File: src/rtl/alu_arbiter_pkg.sv
// Shared constants and types for the ALU arbiter: op-code encoding,
// requester/lock-counter sizing and the lock FSM state type.
package alu_arbiter_pkg;

  // Upper bound on requesters; index width is sized for this maximum.
  localparam int ALU_NREQ_MAX   = 4;
  localparam int ALU_LOCK_CNT_W = 4;
  localparam int ALU_IDX_W      = 2;

  // ALU op-code encoding; all eight codes are legal.
  typedef enum logic [2:0] {
    ALU_ADD = 3'd0,
    ALU_SUB = 3'd1,
    ALU_AND = 3'd2,
    ALU_OR  = 3'd3,
    ALU_XOR = 3'd4,
    ALU_LSL = 3'd5,
    ALU_LSR = 3'd6,
    ALU_ASR = 3'd7
  } alu_op_e;

  // Lock FSM states; the owning requester is tracked separately.
  typedef enum logic {
    LOCK_UNLOCKED = 1'b0,
    LOCK_LOCKED   = 1'b1
  } lock_state_e;

  // Round-robin successor of idx among nreq requesters.
  function automatic logic [ALU_IDX_W-1:0] next_ptr(input logic [ALU_IDX_W-1:0] idx,
                                                    input int nreq);
    int sum;
    sum = int'(idx) + 1;
    if (sum >= nreq) begin
      sum = 0;
    end
    return ALU_IDX_W'(sum);
  endfunction

endpackage

File: src/rtl/alu_arbiter_rr_arbiter.sv
// Rotating-priority search: grants the first set request found starting
// at ptr and moving upward with wrap-around. Purely combinational.
module rr_arbiter
  import alu_arbiter_pkg::*;
#(
  parameter int NREQ = 2
) (
  input  logic [NREQ-1:0]      req,
  input  logic [ALU_IDX_W-1:0] ptr,
  output logic [NREQ-1:0]      gnt
);

  // Scan NREQ positions from ptr; the first requester found wins.
  always_comb begin
    int   pos;
    logic found;
    gnt   = '0;
    found = 1'b0;
    pos   = 0;
    for (int off = 0; off < NREQ; off++) begin
      pos = int'(ptr) + off;
      if (pos >= NREQ) begin
        pos = pos - NREQ;
      end
      for (int i = 0; i < NREQ; i++) begin
        if (!found && (pos == i) && req[i]) begin
          gnt[i] = 1'b1;
          found  = 1'b1;
        end
      end
    end
  end

endmodule

File: src/rtl/alu_arbiter.sv
// Shares one registered 8-bit ALU among NREQ requesters. One grant per
// cycle, round-robin, with an optional bounded lock for chained ops. The
// winner's fields drive the ALU combinationally; the result returns on
// alu_out one cycle later, flagged by a registered one-hot rsp_valid.
module alu_arbiter
  import alu_arbiter_pkg::*;
#(
  parameter int NREQ     = 2,
  parameter int LOCK_MAX = 4
) (
  input  logic              clk,
  input  logic              rst_n,
  input  logic [NREQ-1:0]   req_valid,
  input  logic [NREQ-1:0]   req_lock,
  input  logic [8*NREQ-1:0] req_a,
  input  logic [8*NREQ-1:0] req_b,
  input  logic [3*NREQ-1:0] req_op,
  input  logic [3*NREQ-1:0] req_shamt,
  output logic [NREQ-1:0]   req_ready,
  output logic [NREQ-1:0]   rsp_valid,
  output logic [7:0]        rsp_data,
  output logic [7:0]        alu_a,
  output logic [7:0]        alu_b,
  output logic [2:0]        alu_op,
  output logic [2:0]        alu_shamt,
  input  logic [7:0]        alu_out
);

  localparam logic [ALU_LOCK_CNT_W-1:0] LOCK_MAX_C = ALU_LOCK_CNT_W'(LOCK_MAX);
  localparam logic [ALU_LOCK_CNT_W-1:0] CNT_ONE    = ALU_LOCK_CNT_W'(1);

  lock_state_e                state_q, state_d;
  logic [ALU_IDX_W-1:0]       owner_q, owner_d;
  logic [ALU_LOCK_CNT_W-1:0]  lock_cnt_q, lock_cnt_d;
  logic [ALU_IDX_W-1:0]       ptr_q, ptr_d;
  logic [NREQ-1:0]            rsp_valid_q;

  logic [NREQ-1:0]            rr_gnt;
  logic [NREQ-1:0]            owner_onehot;
  logic                       owner_valid;
  logic                       lock_hold;
  logic [NREQ-1:0]            gnt;
  logic                       any_gnt;
  logic [ALU_IDX_W-1:0]       gnt_idx;
  logic                       gnt_lock;

  rr_arbiter #(
    .NREQ (NREQ)
  ) u_rr (
    .req (req_valid),
    .ptr (ptr_q),
    .gnt (rr_gnt)
  );

  // Decode the lock owner into a one-hot and its current valid bit.
  always_comb begin
    owner_onehot = '0;
    owner_valid  = 1'b0;
    for (int i = 0; i < NREQ; i++) begin
      if (owner_q == ALU_IDX_W'(i)) begin
        owner_onehot[i] = 1'b1;
        owner_valid     = req_valid[i];
      end
    end
  end

  // A live, unexhausted lock overrides the round-robin choice.
  assign lock_hold = (state_q == LOCK_LOCKED) && owner_valid && (lock_cnt_q < LOCK_MAX_C);
  assign gnt       = lock_hold ? owner_onehot : rr_gnt;
  assign any_gnt   = |gnt;

  // Winner index, its lock request, and the ALU input mux (zero when idle).
  always_comb begin
    gnt_idx   = '0;
    gnt_lock  = 1'b0;
    alu_a     = '0;
    alu_b     = '0;
    alu_op    = '0;
    alu_shamt = '0;
    for (int i = 0; i < NREQ; i++) begin
      if (gnt[i]) begin
        gnt_idx   = ALU_IDX_W'(i);
        gnt_lock  = req_lock[i];
        alu_a     = req_a[8*i +: 8];
        alu_b     = req_b[8*i +: 8];
        alu_op    = req_op[3*i +: 3];
        alu_shamt = req_shamt[3*i +: 3];
      end
    end
  end

  // Lock FSM next state: take, extend, release, drop or force-release.
  always_comb begin
    state_d    = state_q;
    owner_d    = owner_q;
    lock_cnt_d = lock_cnt_q;
    case (state_q)
      LOCK_UNLOCKED: begin
        if (any_gnt && gnt_lock) begin
          state_d    = LOCK_LOCKED;
          owner_d    = gnt_idx;
          lock_cnt_d = CNT_ONE;
        end
      end
      LOCK_LOCKED: begin
        if (lock_hold) begin
          if (gnt_lock) begin
            lock_cnt_d = lock_cnt_q + CNT_ONE;
          end else begin
            state_d    = LOCK_UNLOCKED;
            lock_cnt_d = '0;
          end
        end else begin
          // Owner went idle or exhausted its budget. A different winner may
          // take a fresh lock now; the old owner must wait for a later grant.
          state_d    = LOCK_UNLOCKED;
          lock_cnt_d = '0;
          if (any_gnt && gnt_lock && (gnt_idx != owner_q)) begin
            state_d    = LOCK_LOCKED;
            owner_d    = gnt_idx;
            lock_cnt_d = CNT_ONE;
          end
        end
      end
      default: begin
        state_d    = LOCK_UNLOCKED;
        lock_cnt_d = '0;
      end
    endcase
  end

  // Pointer moves past every winner, locked or not; holds when idle.
  assign ptr_d = any_gnt ? next_ptr(gnt_idx, NREQ) : ptr_q;

  // Lock FSM state registers.
  always_ff @(posedge clk or negedge rst_n) begin
    if (!rst_n) begin
      state_q    <= LOCK_UNLOCKED;
      owner_q    <= '0;
      lock_cnt_q <= '0;
    end else begin
      state_q    <= state_d;
      owner_q    <= owner_d;
      lock_cnt_q <= lock_cnt_d;
    end
  end

  // Round-robin pointer and response flag, aligned with the ALU's latency.
  always_ff @(posedge clk or negedge rst_n) begin
    if (!rst_n) begin
      ptr_q       <= '0;
      rsp_valid_q <= '0;
    end else begin
      ptr_q       <= ptr_d;
      rsp_valid_q <= gnt;
    end
  end

  // Hold off acceptance while reset is asserted.
  assign req_ready = gnt & {NREQ{rst_n}};
  assign rsp_valid = rsp_valid_q;
  assign rsp_data  = alu_out;

endmodule

File: config.mk
export PLATFORM = sky130hd
export DESIGN_NAME = alu_arbiter
export DESIGN_NICKNAME = d
export VERILOG_FILES = /design/src/rtl/alu_arbiter_pkg.sv /design/src/rtl/alu_arbiter_rr_arbiter.sv /design/src/rtl/alu_arbiter.sv
export SDC_FILE = /design/constraint.sdc
export NUM_CORES = 1
export LEC_CHECK = 0
export ABC_AREA = 1
export CAP_MARGIN = 25
export CELL_PAD_IN_SITES_DETAIL_PLACEMENT = 2
export CELL_PAD_IN_SITES_GLOBAL_PLACEMENT = 2
export CORE_ASPECT_RATIO = 0.9
export CORE_UTILIZATION = 16
export DETAILED_ROUTE_END_ITERATION = 12
export PLACE_DENSITY_LB_ADDON = 0.2
export SLEW_MARGIN = 25
export SYNTH_ARGS = -nofsm -noshare
export SYNTH_HDL_FRONTEND = slang
export SYNTH_HIERARCHICAL = 1
export SYNTH_SLANG_ARGS = --single-unit
File: constraint.sdc
create_clock -name clk -period 2.52 [get_ports clk]
set_input_delay 0.378 -clock clk [delete_from_list [all_inputs] [get_ports clk]]
set_output_delay 0.378 -clock clk [all_outputs]
set_load 0.1 [all_outputs]
* Word-level counts from Yosys, hierarchy flattened
Cells that the tools add are included.
Cells by class: magnitude comparators 4, reduce and logical (&&, ||, !) cells 19, equality and inequality tests 7, $add $sub $neg 5, mux-type cells 39, multiply operators 0, divide/modulo/power cells 0, shift operators 0, bitwise operators 2
Operators by type and width (number):
- $eq A32 B2 Y1 const B | 2
- $logic_not A32 Y1 | 2
- $mux W32 | 2
- $ge A32 B3 Y1 const B | 1
- $mux W8 | 4
- $sub A32 B3 Y32 const B | 1
- $mux W1 | 18
- $mux W3 | 4
- $mux W4 | 3
- $logic_and A1 B1 Y1 | 11
- $mux W2 | 5
- $pmux W4 S2 | 1
- $add A4 B1 Y4 const B | 1
- $ge A2 B2 Y1 const B | 2
- $lt A4 B3 Y1 const B | 1
- $ne A2 B2 Y1 const B | 2
- $pmux W2 S2 | 1
- $add A2 B1 Y3 const B | 1
- $logic_not A1 Y1 | 3
- $reduce_and A3 Y1 | 1
- $sub A2 B2 Y3 const B | 1
- $add A1 B1 Y2 const B | 1
- $and A2 B2 Y2 | 1
- $eq A2 B1 Y1 const B | 1
- 6 further kinds | 6
Storage, ports and cells: bits in writable memories 0, input port bits 58, bits in latches 0, memories kept 0, ROM bits 0, register bits after elaboration 11

* Logic depth before layout (Yosys ltp)
Gate-level depths: netlist of the first run.
depth after elaboration 25, gate-level depth with buffers 11, gate-level depth less buffers 11

* Hierarchy
The synthesis of the first run kept the hierarchy.
By module, submodules not included:
- alu_arbiter | seq. area each 225.2 um^2, area each 1033.5 um^2, cells each 145, instances 1
- rr_arbiter | seq. area each 0.0 um^2, area each 28.8 um^2, cells each 7, instances 1

* Worst setup path before layout of the first run
Ideal clock, no wire load.
kind input -> output, from input port req_valid[1], to output port req_ready[1], setup slack -168 ps, cell stages on the path 6, arrival time 2310 ps, path through inv_1 > a21oi_1 > nand2_8 > nand2_8 > inv_2 > nor2_1
On the way: cells in the longest elaborated chain, start to end 12
RTL lines:
- start, declared | line alu_arbiter.sv:13 | input logic [NREQ-1:0] req_valid,
- $logic_and A1 B1 Y1 | line alu_arbiter_rr_arbiter.sv:26 | if (!found && (pos == i) && req[i]) begin
- $mux W1 | line alu_arbiter_rr_arbiter.sv:26
- $logic_not A1 Y1 | line alu_arbiter_rr_arbiter.sv:26
- $logic_and A1 B1 Y1 (2 in series) | line alu_arbiter_rr_arbiter.sv:26
- $mux W1 | line alu_arbiter_rr_arbiter.sv:26
- $logic_not A1 Y1 | line alu_arbiter_rr_arbiter.sv:26
- $logic_and A1 B1 Y1 (2 in series) | line alu_arbiter_rr_arbiter.sv:26
- $mux W1 * | line alu_arbiter_rr_arbiter.sv:26
- via rr_gnt[1] | line alu_arbiter.sv:38 | logic [NREQ-1:0] rr_gnt;
- $mux W2 * | line alu_arbiter.sv:69 | assign gnt = lock_hold ? owner_onehot : rr_gnt;
- $and A2 B2 Y2 * | line alu_arbiter.sv:160 | assign req_ready = gnt & {NREQ{rst_n}};
- end, declared | line alu_arbiter.sv:19 | output logic [NREQ-1:0] req_ready,
The timed path passes the listed nets; every way through them passes the cells marked *.

* Worst setup path after layout of the first run
from input port req_valid[1], to output port alu_b[1]
On the way: cells in the longest elaborated chain, start to end 12
RTL lines:
- $logic_and A1 B1 Y1 | line alu_arbiter_rr_arbiter.sv:26
- $mux W1 | line alu_arbiter_rr_arbiter.sv:26
- $logic_not A1 Y1 | line alu_arbiter_rr_arbiter.sv:26
- $logic_and A1 B1 Y1 (2 in series) | line alu_arbiter_rr_arbiter.sv:26
- $mux W1 | line alu_arbiter_rr_arbiter.sv:26
- $logic_not A1 Y1 | line alu_arbiter_rr_arbiter.sv:26
- $logic_and A1 B1 Y1 (2 in series) | line alu_arbiter_rr_arbiter.sv:26
- $mux W1 | line alu_arbiter_rr_arbiter.sv:26
- $mux W2 * | line alu_arbiter.sv:69
- $mux W8 * | line alu_arbiter.sv:81 | if (gnt[i]) begin
- end, declared | line alu_arbiter.sv:23 | output logic [7:0] alu_b,
Every way passes the cells marked *; elsewhere a longest branch is shown, timed or not.

==> summary.md, run 1 <==
| Metric | Value |
|---|---|
| Outcome | completed |
| DP Area | 2110 µm² |
| Dpl hpwl | 3340 µm |
| Max Freq | 0.421 GHz |
| Fin Setup TNS | 0 ns |
| Post-synth EDFFs | 0 |
| Crit path arrival time | 2.00 ns |
| Most common cell on crit path | nand2_2 |
| TritonCTS Buffers | 3 |
| Clk pwr share | 5.4% |
| Maximum VDD drop | 478 µV |
| Depth of the worst hold-timing path | 2 |
| CP endpoint kind | output port |
| Worst min path class | register to register |
| Num ports | 92 |
| Switching Power | 1.90 mW |
| Vias per cell | 4.02 |
| Switch share | 61.5% |
| Ant. Diodes | 0 |
| Period Utilization, post-route | 94.2% |
| Critical path's slowest cell | clkdlybuf4s50_1 |
| CTS tree | built |
| Leak pwr | 1.00 nW |
| Htree depth | 1 |
| Clk buf depth | 2 |
| Pint | 1.19 mW |
| Die extent in y | 79.3 µm |
| Worst Setup Start Kind | input pin |
| Final wirelength | 4060 µm |
| Synth warn | 6 |
| Final Setup Violations | 0 |
| Overflow after GRT | 0 |
| Row count | 27 |
| Worst setup skew after layout | 0.00316 ns |
| Synth area leader | dfrtp_1 |
| Placer Congestion | 0.706 |
| Top cells by count, synth | nand2_1, nand3_2, nand3_1, inv_1, buf_4 |
| CTS sink cnt | 9 |
| GRT Util Overall | 12.3% |
| Worst path bufs/invs | 4 |
| Top cells by area, synth | dfrtp_1, nand2_1, nand3_2 |
| Combinational cell fraction of total power | 87.0% |
| Hold Path End | ptr_q[0] |
| Post-Syn Instances | 152 |
| Post-synth top area share | 21.2% |
| Final worst path period need | 2.37 ns |
| Largest net degree at the start of global routing | 28 |
| Drt drc | 0 |
| Power per Cell Area | 1420 nW/µm² |
| Post-synthesis area per instance | 6.99 µm² |
| Placed insts | 305 |
| WL per Instance | 13.1 µm |
| Most frequent cell after synthesis | nand2_1 |
| Vias in the first global route | 1378 |
| First-pass GRT wire length | 6630 µm |
| Register area share after synthesis | 21.2% |
| Worst-case reg-to-reg path depth | 10 |
| Post-Syn Area | 1060 µm² |
| Root Buffer | clkbuf_8 |
| Initial antenna violation count | 0 |
| Fin cells | 309 |
| Max cap viols | 0 |
| Ratio of cells with drive above 1 in the final layout | 31.1% |
| Crit Path Max Fanout | 11 |
| Critical register-to-register path startpoint | lock_cnt_q[2] |
| Final Hold Vio Count | 0 |
| CTS Hold Bufs | 0 |
| Die X | 87.9 µm |
| Post-synthesis async set-or-reset flop share | 100% |
| Slew Limit Fails | 0 |
| R2R setup slack | 0.93 ns |
| Critical Path, Cell by Cell | clkdlybuf4s50_1 > nand2_1 > nand2_2 > nand2_4 > nand2_2 > nand2_2 > inv_4 > buf_12 > nand3_2 > nand2_1 > buf_12 |
| Critical path launch point | req_valid[1] |
| Reg clk slew, reported paths | 0.04 ns |
| Largest stage delay on the critical path | 0.52 ns |
| Primary FF master, synth | dfrtp_1 |
| Post-route cell area | 2160 µm² |
| FF-to-FF End | lock_cnt_q[1] |
| First-pass DRT Iterations | 2 |
| Core Footprint | 6250 µm² |
| Setup ws final | 0.146 ns |
| Yosys reg bits | 9 |
| Initial Util | 17.0% |
| Setup CP Type | input pin to output port |
| Place WS | 0.0960 ns |
| Worst-skew pair later-pin latency | 0.23 ns |
| # nets final | 282 |
| 1st-iter DRT viols | 9 |
| Sequential fraction of design power | 7.6% |
| Top delay family on crit path | buffers and inverters |
| Distinct cells, synth | 22 |
| Critical hold path startpoint | ptr_q[0] |
| Post-CTS Setup Bufs | 0 |
| Port bufs | 75 |
| Worst EP required | 2.14 ns |
| Antenna Violating Nets Remaining | 0 |
| Post-CTS sizing | 0 |
| RSZ-0062 raised after global routing | false |
| Syn nets | 211 |
| Die footprint | 6970 µm² |
| Routed via count | 1242 |
| Fin util | 34.6% |
| Area Growth Syn to Fin | 104% |
==> per-layer routing <==
metal	GRT usage, %	vias up	part of all wire, %
met5	0	-	0
met2	21.1	43	49
met1	14.3	586	41
met4	3.11	0	0.57
li1	-	609	-
met3	4.68	4	9.8
==> cells in the final DEF, fill, tap and decap left out, types with 2 or more instances in the layout <==
| cell | synthesis | layout |
|---|---|---|
| buf_12 | 0 | 26 |
| buf_4 | 10 | 4 |
| clkbuf_8 | 0 | 3 |
| clkdlybuf4s50_1 | 0 | 49 |
| dfrtp_1 | 9 | 9 |
| inv_1 | 12 | 12 |
| inv_2 | 2 | 2 |
| nand2_1 | 56 | 56 |
| nand2_2 | 4 | 4 |
| nand2_4 | 3 | 3 |
| nand2_8 | 2 | 2 |
| nand3_1 | 13 | 13 |
| nand3_2 | 20 | 20 |
| nand4_1 | 3 | 3 |
| nor2_1 | 6 | 5 |
| nor2_2 | 1 | 2 |
==> metrics by stage <==
step,total power [mW],hold slack [ns]
floorplan,2.03,0.0824
global placement,2.94,0.496
detailed placement,2.95,0.507
CTS,3.13,0.517
global route,3.23,0.525
finish,3.08,0.502
==> worst register-to-register path, stage by stage, from the launching register on <==
cell and delay, ns:
dfrtp_1 0.41, inv_1 0.07, nand2_1 0.08, nor2_4 0.13, nand3_2 0.17, nand2_8 0.23, inv_2 0.09, nand2_4 0.10
nand2_4 0.07, nand3_1 0.07, nand2_1 0.05
==> area by class of cell <==
cell class / instances / area (µm²)
Fill cell: 713 / 4090
Timing Repair Buffer: 80 / 1050
Multi-Input combinational cell: 114 / 673
Sequential cell: 9 / 225
Tap cell: 87 / 109
Inverter: 15 / 58.8
Clock buffer: 4 / 45.0
==> kinds of logic after synthesis <==
logic type	count (synthesis)	share of synthesized area [%]
simple gates	109	59.6
buf+inv	29	15.7
flops	9	21.2
compound gates	2	1.18
xor+xnor	1	0.825
fa+ha+maj	1	1.18
other cells	1	0.353
==> power groups by stage <==
stage,clock network [mW],registers (mW),logic (mW)
after detailed placement,0,0.237,2.71
after CTS,0.171,0.238,2.72
final,0.166,0.236,2.68
after global placement,0,0.237,2.70
after global routing,0.176,0.242,2.81
after floorplan,0,0.330,1.70
==> sequential cells by signal, indices dropped and copies added (netlist names) <==
| signal | flops |
|---|---|
| lock_cnt_q | 4 |
| rsp_valid | 2 |
| owner_q | 1 |
| ptr_q | 1 |
| state_q | 1 |
==> worst max path at each step <==
stage / end / slack (ns) / cells past startpoint
floorplan: req_ready[0] / 0.02 / 7
global placement: alu_op[2] / 0.12 / 8
detailed placement: alu_b[7] / 0.1 / 9
CTS: alu_b[7] / 0.09 / 9
global route: alu_b[1] / 0.03 / 11
finish: alu_b[1] / 0.15 / 11
Power figures use the tool's default switching activity.
==> inputs of run 2 (changes only) <==
CAP_MARGIN = not set   (was 25)
==> results of run 2 <==
No change in the layout: final DEF, timing and power equal those of run 1.
==> inputs of run 3 (changes only) <==
--- a/config.mk
+++ b/config.mk
@@ -13,5 +13,5 @@
 export DETAILED_ROUTE_END_ITERATION = 12
 export PLACE_DENSITY_LB_ADDON = 0.2
-export SLEW_MARGIN = 25
+export SLEW_MARGIN = 20
 export SYNTH_ARGS = -nofsm -noshare
 export SYNTH_HDL_FRONTEND = slang
==> constraint.sdc (replaced) <==
create_clock -name clk -period 2.52 [get_ports clk]
set_input_delay 0.504 -clock clk [delete_from_list [all_inputs] [get_ports clk]]
set_output_delay 0.504 -clock clk [all_outputs]
set_load 0.1 [all_outputs]
==> summary.md, run 3 (same netlist as run 1, synthesis figures left out) <==
| Metric | Value |
|---|---|
| Most frequent cells in the layout | nand2_1, clkdlybuf4s50_1, buf_12 |
| Crit path arrival time | 1.89 ns (-0.11 ns) |
| Worst Setup Start Kind | input pin |
| Most common cell after layout, fill and taps aside | nand2_1 |
| 1st-iter DRT viols | 39 (+30) |
| Design Power | 3.20 mW (+3.9%) |
| FF-to-FF End | lock_cnt_q[1] |
| Slew Limit Fails | 0 (unchanged) |
| Initial antenna violation count | 0 (unchanged) |
| Htree depth | 1 (unchanged) |
| # nets final | 288 (+2.1%) |
| Die X | 87.9 µm (unchanged) |
| Overflow after GRT | 0 (unchanged) |
| Place WS | -0.0414 ns (-0.137 ns) |
| Vias in the first global route | 1399 (+1.5%) |
| Fin Setup TNS | 0 ns (unchanged) |
| Final wirelength | 4270 µm (+5.2%) |
| Setup ws final | 0.123 ns (-0.0232 ns) |
| Depth of the worst hold-timing path | 2 (unchanged) |
| Initial Util | 17.0% (unchanged) |
| Die extent in y | 79.3 µm (unchanged) |
| CTS sink cnt | 9 (unchanged) |
| First-pass DRT Iterations | 4 (+2) |
| Hold Path End | lock_cnt_q[1] |
| Multi-input gate area | 691 µm² (+2.6%) |
| Leak pwr | 1.05 nW (+4.4%) |
| Filler instances | 697 (-2.2%) |
| Worst-skew pair later-pin latency | 0.23 ns (about the same) |
| Setup CP Type | input pin to output port |
| Worst-case reg-to-reg path depth | 11 (+1) |
| GRT Util Overall | 13.1% (+0.78 points) |
| Outcome | completed |
| Critical hold path startpoint | lock_cnt_q[1] |
| Antenna Violating Nets Remaining | 0 (unchanged) |
| Die footprint | 6970 µm² (unchanged) |
| Root Buffer | clkbuf_8 |
| TritonCTS Buffers | 3 (unchanged) |
| Final Setup Violations | 0 (unchanged) |
| DP Area | 2150 µm² (+1.9%) |
| Fin util | 36.0% (+1.4 points) |
| Drt drc | 0 (unchanged) |
| Worst EP required | 2.02 ns (-0.12 ns) |
| Maximum VDD drop | 445 µV (-6.9%) |
| Routed via count | 1271 (+2.3%) |
| Worst setup skew after layout | 0.00777 ns (+0.00461 ns) |
| R2R setup slack | 0.83 ns (-0.10 ns) |
| Row count | 27 (unchanged) |
| Core Footprint | 6250 µm² (unchanged) |
| Placer Congestion | 0.720 (+2.0%) |
| WL per Instance | 13.5 µm (+3.2%) |
| Final worst path period need | 2.40 ns (+0.0232 ns) |
| Dpl hpwl | 3530 µm (+5.7%) |
| Max Freq | 0.417 GHz (-0.97%) |
| Clk buf depth | 2 (unchanged) |
| Power per Cell Area | 1420 nW/µm² (about the same) |
| Max cap viols | 0 (unchanged) |
| Post-CTS Setup Bufs | 0 (unchanged) |
| Port bufs | 75 (unchanged) |
| Num ports | 92 (unchanged) |
| Worst min path class | register to register |
| Critical register-to-register path startpoint | lock_cnt_q[2] |
| CTS Hold Bufs | 0 (unchanged) |
| Ant. Diodes | 0 (unchanged) |
| Post-route cell area | 2250 µm² (+3.9%) |
| Reg clk slew, reported paths | 0.04 ns (about the same) |
| CTS tree | built |
| Final Hold Vio Count | 0 (unchanged) |
| First-pass GRT wire length | 7010 µm (+5.7%) |
| Period Utilization, post-route | 95.1% (+0.92 points) |
| Ratio of cells with drive above 1 in the final layout | 36.0% (+4.9 points) |
| Area Growth Syn to Fin | 112% |
| FF+latch area | 225 µm² (unchanged) |
| Vias per cell | 4.03 (+0.39%) |
| CP endpoint kind | output port |
| Crit Path Max Fanout | 8 (-3) |
| Top reg by flops | lock_cnt_q |
| RSZ-0062 raised after global routing | false |
| Largest net degree at the start of global routing | 25 (-11%) |
| Number of flip-flops in the largest register | 4 (unchanged) |
run 3: cell count changes in the layout (fill, tap and decap cells not counted), sizes merged:
cell	before	now
bufbuf	0	1
clkdlybuf4s50	49	47
dlygate4sd2	0	2
buf	31	36
run 3: repair_timing:
item / CTS / global route
endpoints found under the hold margin: 0 / 0
gates cloned: 1 / 0
gates resized for setup: 8 / 1
endpoints found under the setup margin: 23 / 1
run 3: how the worst max path moves through the flow:
stage / from / endpoint / slack [ns] / cells past startpoint
after floorplan: req_valid[1] / alu_a[0] / 0.007 / 7
after global placement: req_valid[0] / alu_a[5] / -0.02 / 11
after detailed placement: req_valid[1] / alu_a[5] / -0.04 / 11
after CTS: lock_cnt_q[2] / alu_a[0] / 0.08 / 10
after global routing: req_valid[1] / alu_b[0] / 0.003 / 12
final: req_valid[1] / alu_b[0] / 0.12 / 12
run 3: worst max-delay path, cell delays in order:
cell	delay, ns
dlygate4sd2_1	0.26
inv_1	0.08
nand3_1	0.08
nand2_1	0.07
inv_1	0.05
nand2_2	0.07
nand2_2	0.07
inv_4	0.09
bufbuf_16	0.27
nand3_2	0.05
nand2_1	0.10
buf_12	0.18
run 3: area by class of cell:
| type | instances | share of cell area, % |
|---|---|---|
| clock buffer | 4 | 2.00 |
| multi-input combinational | 114 | 30.7 |
| sequential | 9 | 10.0 |
| inverter | 15 | 2.62 |
| tap | 87 | 4.84 |
| timing repair buffer | 86 | 49.8 |
run 3: where the power goes:
group,leakage (nW),switching [mW],internal [mW]
clock,0.0228,0.0565,0.110
sequential,0.115,0.0442,0.196
combinational,0.911,1.82,0.969
run 3: per-stage QoR:
stage,cells,hold WS (ns)
floorplan,152,0.208
global placement,310,0.483
detailed placement,310,0.504
CTS,315,0.515
global route,315,0.570
finish,315,0.507
run 3: metal layers:
layer / global-route usage [%] / routed length (µm) / vias to the layer above / share of wire (%)
met5: 0 / 0 / - / 0
met4: 2.30 / 23 / 0 / 0.54
met3: 4.78 / 370 / 6 / 8.7
met2: 22.2 / 2090 / 45 / 49
met1: 15.9 / 1780 / 598 / 42
li1: - / - / 622 / -
